## config.mk

```make
export PLATFORM = sky130hd
export DESIGN_NAME = dp_sequencer
export DESIGN_NICKNAME = d
export VERILOG_FILES = /design/src/rtl/dp_pkg.sv /design/src/rtl/dp_delay_timer.sv /design/src/rtl/dp_sequencer.sv
export SDC_FILE = /design/constraint.sdc
export NUM_CORES = 1
export LEC_CHECK = 0
export BUFFER_PORTS_ARGS = -buffer_cell sky130_fd_sc_hd__buf_2
export CORE_MARGIN = 4
export CORE_UTILIZATION = 40
export CTS_BUF_LIST = sky130_fd_sc_hd__clkbuf_4 sky130_fd_sc_hd__clkbuf_8
export CTS_CLUSTER_SIZE = 10
export DETAILED_ROUTE_END_ITERATION = 12
export SYNTH_ARGS = -nofsm -noshare
export SYNTH_HDL_FRONTEND = slang
export SYNTH_SLANG_ARGS = --single-unit
```

## constraint.sdc

```tcl
create_clock -name clk -period 34.2 [get_ports clk]
set_input_delay 1.71 -clock clk [delete_from_list [all_inputs] [get_ports clk]]
set_output_delay 1.71 -clock clk [all_outputs]
set_load 0.005 [all_outputs]
```

## src/rtl/dp_pkg.sv

```systemverilog
// Shared definitions for the dot-product sequencer: FSM state encoding and
// the per-element cycle count derived from the multiplier/adder latencies.
package dp_pkg;

  typedef enum logic [2:0] {
    ST_IDLE  = 3'd0,
    ST_MUL   = 3'd1,
    ST_MUL_W = 3'd2,
    ST_ADD   = 3'd3,
    ST_ADD_W = 3'd4,
    ST_DONE  = 3'd5
  } dp_state_e;

  // One element costs an issue cycle plus the wait for each unit.
  function automatic int elem_cyc(input int fpm_delay, input int fpa_delay);
    return fpm_delay + fpa_delay + 2;
  endfunction

endpackage

```

## src/rtl/dp_delay_timer.sv

```systemverilog
// Loadable up-counter used for both the multiplier and the adder waits;
// tc_o flags the final wait cycle so the FSM can capture the unit output.
module dp_delay_timer #(
  parameter int CNT_W = 3
) (
  input  logic             clk,
  input  logic             rst_i,
  input  logic             load_i,
  input  logic             en_i,
  input  logic [CNT_W-1:0] last_i,
  output logic             tc_o
);

  logic [CNT_W-1:0] cnt_q, cnt_d;

  always_comb begin
    cnt_d = cnt_q;
    if (load_i) begin
      cnt_d = '0;
    end else if (en_i) begin
      cnt_d = cnt_q + CNT_W'(1);
    end
  end

  always_ff @(posedge clk or posedge rst_i) begin
    if (rst_i) begin
      cnt_q <= '0;
    end else begin
      cnt_q <= cnt_d;
    end
  end

  assign tc_o = en_i && (cnt_q == last_i);

endmodule

```

## src/rtl/dp_sequencer.sv

```systemverilog
// Time-multiplexes one external multiplier/adder pair to accumulate a
// PIXEL_N-term dot product, returning the sum with a one-cycle done pulse.
module dp_sequencer
  import dp_pkg::*;
#(
  parameter int PIXEL_N     = 10,
  parameter int WEIGHT_SIZE = 19,
  parameter int PIXEL_SIZE  = 10,
  parameter int VAL_SIZE    = 26,
  parameter int FPM_DELAY   = 6,
  parameter int FPA_DELAY   = 2
) (
  input  logic                          clk,
  input  logic                          GlobalReset,
  input  logic                          start,
  input  logic [PIXEL_N*PIXEL_SIZE-1:0] Pixels,
  input  logic [PIXEL_N*WEIGHT_SIZE-1:0] Weights,
  output logic                          ready,
  output logic                          done,
  output logic [VAL_SIZE-1:0]           value,
  output logic [WEIGHT_SIZE-1:0]        mul_weight,
  output logic [PIXEL_SIZE-1:0]         mul_pixel,
  input  logic [VAL_SIZE-1:0]           mul_result,
  output logic [VAL_SIZE-1:0]           add_port1,
  output logic [VAL_SIZE-1:0]           add_port2,
  input  logic [VAL_SIZE-1:0]           add_result
);

  localparam int IDX_W     = (PIXEL_N > 1) ? $clog2(PIXEL_N) : 1;
  localparam int MAX_DELAY = (FPM_DELAY > FPA_DELAY) ? FPM_DELAY : FPA_DELAY;
  localparam int CNT_W     = $clog2(MAX_DELAY + 1);

  localparam logic [IDX_W-1:0] LAST_IDX = IDX_W'(PIXEL_N - 1);
  localparam logic [CNT_W-1:0] MUL_LAST = CNT_W'(FPM_DELAY - 1);
  localparam logic [CNT_W-1:0] ADD_LAST = CNT_W'(FPA_DELAY - 1);

  dp_state_e state_q, state_d;

  logic [IDX_W-1:0]               idx_q, idx_d, idx_nxt;
  logic [VAL_SIZE-1:0]            acc_q, acc_d;
  logic [VAL_SIZE-1:0]            value_q, value_d;
  logic [PIXEL_N*PIXEL_SIZE-1:0]  pix_q, pix_d;
  logic [PIXEL_N*WEIGHT_SIZE-1:0] wgt_q, wgt_d;
  logic [WEIGHT_SIZE-1:0]         mul_weight_q, mul_weight_d;
  logic [PIXEL_SIZE-1:0]          mul_pixel_q, mul_pixel_d;
  logic [VAL_SIZE-1:0]            add_port1_q, add_port1_d;
  logic [VAL_SIZE-1:0]            add_port2_q, add_port2_d;

  logic [PIXEL_SIZE-1:0]          nxt_pixel;
  logic [WEIGHT_SIZE-1:0]         nxt_weight;

  logic             tmr_load;
  logic             tmr_en;
  logic [CNT_W-1:0] tmr_last;
  logic             tmr_tc;
  logic             last_elem;

  dp_delay_timer #(
    .CNT_W (CNT_W)
  ) u_timer (
    .clk    (clk),
    .rst_i  (GlobalReset),
    .load_i (tmr_load),
    .en_i   (tmr_en),
    .last_i (tmr_last),
    .tc_o   (tmr_tc)
  );

  assign idx_nxt   = idx_q + IDX_W'(1);
  assign last_elem = (idx_q == LAST_IDX);

  // Operand mux for the element issued after the current one.
  always_comb begin
    nxt_pixel  = '0;
    nxt_weight = '0;
    for (int i = 0; i < PIXEL_N; i++) begin
      if (idx_nxt == IDX_W'(i)) begin
        nxt_pixel  = pix_q[i*PIXEL_SIZE +: PIXEL_SIZE];
        nxt_weight = wgt_q[i*WEIGHT_SIZE +: WEIGHT_SIZE];
      end
    end
  end

  always_ff @(posedge clk or posedge GlobalReset) begin
    if (GlobalReset) begin
      state_q <= ST_IDLE;
    end else begin
      state_q <= state_d;
    end
  end

  always_comb begin
    state_d = state_q;
    case (state_q)
      ST_IDLE:  if (start) state_d = ST_MUL;
      ST_MUL:   state_d = ST_MUL_W;
      ST_MUL_W: if (tmr_tc) state_d = ST_ADD;
      ST_ADD:   state_d = ST_ADD_W;
      ST_ADD_W: if (tmr_tc) state_d = last_elem ? ST_DONE : ST_MUL;
      ST_DONE:  state_d = ST_IDLE;
      default:  state_d = ST_IDLE;
    endcase
  end

  always_comb begin
    ready    = (state_q == ST_IDLE);
    done     = (state_q == ST_DONE);
    tmr_load = (state_q == ST_MUL) || (state_q == ST_ADD);
    tmr_en   = (state_q == ST_MUL_W) || (state_q == ST_ADD_W);
    tmr_last = (state_q == ST_MUL_W) ? MUL_LAST : ADD_LAST;
  end

  // Operands are registered on entry to MUL/ADD so the external units see
  // them for the whole issue cycle plus the following wait.
  always_comb begin
    idx_d        = idx_q;
    acc_d        = acc_q;
    value_d      = value_q;
    pix_d        = pix_q;
    wgt_d        = wgt_q;
    mul_weight_d = mul_weight_q;
    mul_pixel_d  = mul_pixel_q;
    add_port1_d  = add_port1_q;
    add_port2_d  = add_port2_q;
    case (state_q)
      ST_IDLE: begin
        if (start) begin
          pix_d        = Pixels;
          wgt_d        = Weights;
          acc_d        = '0;
          idx_d        = '0;
          mul_pixel_d  = Pixels[PIXEL_SIZE-1:0];
          mul_weight_d = Weights[WEIGHT_SIZE-1:0];
        end
      end
      ST_MUL_W: begin
        if (tmr_tc) begin
          add_port1_d = acc_q;
          add_port2_d = mul_result;
        end
      end
      ST_ADD_W: begin
        if (tmr_tc) begin
          acc_d = add_result;
          if (last_elem) begin
            value_d = add_result;
          end else begin
            idx_d        = idx_nxt;
            mul_pixel_d  = nxt_pixel;
            mul_weight_d = nxt_weight;
          end
        end
      end
      default: ;
    endcase
  end

  always_ff @(posedge clk or posedge GlobalReset) begin
    if (GlobalReset) begin
      idx_q        <= '0;
      acc_q        <= '0;
      value_q      <= '0;
      pix_q        <= '0;
      wgt_q        <= '0;
      mul_weight_q <= '0;
      mul_pixel_q  <= '0;
      add_port1_q  <= '0;
      add_port2_q  <= '0;
    end else begin
      idx_q        <= idx_d;
      acc_q        <= acc_d;
      value_q      <= value_d;
      pix_q        <= pix_d;
      wgt_q        <= wgt_d;
      mul_weight_q <= mul_weight_d;
      mul_pixel_q  <= mul_pixel_d;
      add_port1_q  <= add_port1_d;
      add_port2_q  <= add_port2_d;
    end
  end

  assign value      = value_q;
  assign mul_weight = mul_weight_q;
  assign mul_pixel  = mul_pixel_q;
  assign add_port1  = add_port1_q;
  assign add_port2  = add_port2_q;

endmodule
```

### Yosys cells after proc, flatten, opt, wreduce, memory -nomap -nowiden

Index checks and enable logic that the tools add are counted.

* register bits after elaboration: 433
* bits of input ports: 345
* output and inout port bits: 109
* word-level logic and storage cells: 89

* $add $sub $neg: 2
* equality and inequality tests: 20
* mux-type cells: 43
* reductions and logical operators: 13

Operators by type and width (number)
* $mux 19: 13
* $mux 10: 13
* $mux 26: 2
* $pmux 26 s2: 1
* $pmux 19 s2: 1
* $mux 3: 7
* $pmux 10 s2: 1
* $eq 4x3->1 const B: 4
* $pmux 3 s5: 1
* $eq 4x4->1 const B: 3
* $mux 4: 3
* $reduce_and 3->1: 3
* $eq 4x2->1 const B: 2
* $ne 2x2->1 const B: 4
* $pmux 4 s2: 1
* $eq 3x2->1 const B: 2
* $eq 3x3->1 const B: 2
* $add 4x1->4 const B: 1
* $eq 4x1->1 const B: 1
* $logic_not 4->1: 1
* $reduce_and 2->1: 2
* $reduce_and 4->1: 1
* $reduce_bool 2->1: 2
* $add 3x1->3 const B: 1
* other kinds (5): 6

### Depth between registers and ports, before layout

* depth after elaboration: 15
* depth in mapped cells: 12
* mapped depth without buffers: 8

### Hierarchy

Synthesis repeated with hierarchy kept, for this count alone.

* cell total of the unflattened synthesis: 1775
* area total of the unflattened synthesis: 19841.5 um^2

By module, submodules not included
* dp_sequencer: times used 1, cells each 1759, area an instance 19666.4 um^2, seq. area each 10760.3 um^2
* dp_delay_timer: times used 1, cells each 16, area an instance 175.2 um^2, seq. area each 75.1 um^2

### Worst setup path after synthesis

Ideal clock, no wire load.

* path type: in2reg
* from: in start
* to: reg pix_q[10]
* setup time: 0.065 ns
* arrival time: 3.067 ns
* required time: 34.135 ns
* slack: 31.068 ns
* stages: 7
* buffers on the path: 3
* cell sequence: nand2b_1 nor3_1 clkbuf_1 clkbuf_1 buf_2 nand2_1 nand2_1

* word-level cells in the longest chain between the ends: 1

Ends and longest elaborated chain
* from (decl): line dp_sequencer.sv:15 `input logic start,`
* $reduce_and 2->1 (no source line)
* to (signal assigned): line dp_sequencer.sv:173 `pix_q <= pix_d;`
* to (decl): line dp_sequencer.sv:42 `logic [PIXEL_N*PIXEL_SIZE-1:0] pix_q, pix_d;`

Every way passes these cells.
A chain may end at the register's enable or synchronous reset.

### Final worst setup path

* from: reg idx_q[0]
* to: reg mul_weight_q[4], in the netlist mul_weight[4]

* word-level cells in the longest chain between the ends: 15
* elaborated cells on any way between the ends: 27
* classes of those cells: 1 x add/sub; 11 x eq/ne; 13 x mux; 2 x reduce/logical

Ends and longest elaborated chain
* from (decl): line dp_sequencer.sv:39 `logic [IDX_W-1:0] idx_q, idx_d, idx_nxt;`
* from (signal assigned): line dp_sequencer.sv:170 `idx_q <= idx_d;`
* $add 4x1->4: line dp_sequencer.sv:69 `assign idx_nxt = idx_q + IDX_W'(1);`
* $logic_not 4->1: line dp_sequencer.sv:77 `if (idx_nxt == IDX_W'(i)) begin`
* $mux 19 (10 in series): line dp_sequencer.sv:77
* $mux 19: line dp_sequencer.sv:145 `if (last_elem) begin`
* $mux 19: line dp_sequencer.sv:143 `if (tmr_tc) begin`
* $pmux 19 s2: line dp_sequencer.sv:125 `case (state_q)`
* to (signal assigned): line dp_sequencer.sv:175 `mul_weight_q <= mul_weight_d;`
* to (decl): line dp_sequencer.sv:44 `logic [WEIGHT_SIZE-1:0] mul_weight_q, mul_weight_d;`

Several ways; a longest one is shown, not always the timed one. The select of a mux whose other input is x is not followed.

==> impl_metrics.tcl <==
set metrics [dict create \
    yosysSeqAreaShare 0.5532 \
    worst_ir_drop_vdd_mv 0.05112 \
    finalNetCount 2952 \
    yosysWarnings 0 \
    post-route-period-util 0.1188 \
    synth_top_area_frac 0.5532 \
    ios 454 \
    tightest_slew_ns 1.152 \
    yosysMostFrequentCell "nand2_1" \
    final_antenna_net_count 0 \
    drt_pass1_iterations 5 \
    cp_slowest_stage_delay_ns 0.77 \
    grt_max_degree 240 \
    hold_path_class "reg -> reg" \
    antenna_found_initial 13 \
    worstPathRequired_ns 34.77 \
    dieWidth_um 229.3 \
    min_from "acc_q[12]" \
    powerDensity_mw_per_mm2 86.44 \
    wl_per_cell_um 21.12 \
    p_leak_nw 12.75 \
    tritoncts "done" \
    place_congestion 0.8977 \
    yosysUniqueCellTypes 68 \
    cts_max_level 3 \
    syn2layout_area_growth_pct 22.38 \
    chipHeight_um 229.3 \
    drv_cap 0 \
    post_cts_buffers 0 \
    port_buffers 453 \
    ys_seq_elements 433 \
    die-area_mm2 0.05257 \
    syn_area_mm2 0.01959 \
    cpMaxStageDelayCell "and2_1" \
    cp_cell_sequence "ha_1, a32o_1, buf_4, and2_1, a22oi_1, a31oi_1, a2bb2oi_1" \
    dp_hpwl_mm 48.64 \
    startpoint "idx_q[0]" \
    yosys.area.top_type "dfrtp_1" \
    core_area_mm2 0.04805 \
    setup_violations 0 \
    post_cts_resized 0 \
    multi_input_area_mm2 0.008054 \
    clk_path_buf_depth 3 \
    grt_pass1_wl_mm 105.1 \
    synth_edf_count 0 \
    initial_utilization 0.4077 \
    crit_arrival_ns 4.63 \
    hold_viol_final 0 \
    drt_first_iter_violations 1838 \
    final.fill_count 4657 \
    synthesis.nets 2547 \
    end_kind "flip-flop" \
    setup_ws_ns 30.14 \
    crit_fanout 21 \
    final_layout_size_suffix_gt1_frac 0.2681 \
    grt_util_all_layers 0.2570 \
    fin_crit_ns 4.062 \
    async_flop_share 1.000 \
    cts.hold.buffers_added 0 \
    grt_pass1_vias 17600 \
    synthCells 2194 \
    start_kind "flip-flop" \
    r2r_start "idx_q[0]" \
    cts_root_buf "clkbuf_8" \
    wl_mm 69.36 \
    drc 0 \
    syn_area_per_cell_um2 8.928 \
    fin_setup_tns_ns 0 \
    synthTopCellsByCount "nand2_1 (1021), dfrtp_1 (433), clkbuf_1 (87)" \
    fmax_mhz 246.2 \
    slew_viol_final 0 \
    clkTransAtPathRegs_ns 0.06 \
    rows 80 \
    grt-ovfl-total 0 \
    cts_buffers 78 \
    cts.sinks 433 \
    insertion_delay_ns 0.65 \
    status "finished clean" \
    rsz0062_at_grt "no" \
    finalClockSkew_ns 0.02093 \
    place_ws_ns 29.84 \
    route.vias.total 17358 \
    drt-vias-per-instance 5.286 \
    slew_headroom 0.2322 \
    yosys-top-cells-area "dfrtp_1 (55%), nand2_1 (20%), mux2_2 (4.5%), o21ai_0 (1.8%), clkbuf_1 (1.7%)" \
    ys.flop_type "dfrtp_1" \
    critPathKind "reg -> reg" \
    regArea_mm2 0.01084 \
]
[routing by layer]
layer,share of wire,track usage
met2,0.45,0.3849
met4,0.024,0.08368
met3,0.091,0.07679
met5,0,0
met1,0.44,0.3596
[metrics by stage]
step,hold slack [ns],cell area [µm²],std cells,power [W],util
5_1_grt,0.4820,23970,3284,0.002217,0.4989
3_3_place_gp,0.4440,22210,3134,0.001511,0.4622
4_1_cts,0.4661,23940,3271,0.002080,0.4983
3_5_place_dp,0.4532,22210,3134,0.001533,0.4622
6_report,0.4621,23970,3284,0.002072,0.4989
2_1_floorplan,0.4331,19590,2194,0.001273,-
[sequential cells by signal, summed over array words and instances (netlist names)]
register,cells
u_timer.cnt_q,3
mul_pixel,10
wgt_q,190
state_q,3
idx_q,4
pix_q,100
acc_q,26
mul_weight,19
add_port2,26
value,26
add_port1,26
[critical path, delay by kind of cell (launching register included)]
family	cells	cell delay, ns
AND/OR/NAND/NOR	1	0.77
flip-flops	1	0.59
AO/OA/AOI/OAI	4	1.65
buffers and inverters	1	0.36
adder cells (fa/ha/maj)	1	0.59
[final timing paths]
check	to	slack [ns]	cells after the start
setup / recovery	mul_weight[4]	30.14	7
hold / removal	acc_q[12]	0.46	2
setup reg to reg	mul_weight[4]	30.14	7
hold reg to reg	acc_q[12]	0.46	2
max in group asynchronous	add_port1[15]	31.42	3
min in group asynchronous	wgt_q[89]	1.18	2
[layout by cell type (no fill, tap or decap), drive strengths merged, types with 7 or more instances in the layout]
master,instances
a211o,11
a21oi,59
a221o,7
a221oi,20
a222oi,13
a22o,9
a22oi,24
a31oi,8
a32oi,7
and2,8
and3b,16
buf,475
clkbuf,120
dfrtp,433
diode,13
ha,8
inv,26
mux2,78
nand2,1021
nand2b,13
nand3,41
nand4,10
nor2,34
nor2b,8
nor3,12
o211ai,9
o21ai,75
o221ai,26
o22ai,13
[cell type report]
class                      instances  area share
antenna                           13    0.001357
clock buffer                     120     0.06446
clock inverter                    17    0.007829
inverter                          22    0.003758
multi-input combinational       1589      0.3360
sequential                       433      0.4520
tap                              615     0.03210
timing repair buffer             475      0.1025
[where the power goes]
group          internal, W  switching (W)  total [W]
sequential        0.000727       0.000138   0.000865
clock             0.000312       0.000226   0.000537
combinational     0.000250       0.000420   0.000670
total              0.00129       0.000784    0.00207
[kinds of logic after synthesis]
kind of cell | after synthesis | synth area share
fa+ha+maj | 8 | 0.005110
mux | 80 | 0.04586
simple gates | 1185 | 0.2441
flops | 433 | 0.5532
buf+inv | 172 | 0.03737
xor+xnor | 4 | 0.001789
compound gates | 312 | 0.1126
No activity file was read; power rests on OpenSTA's default activity.
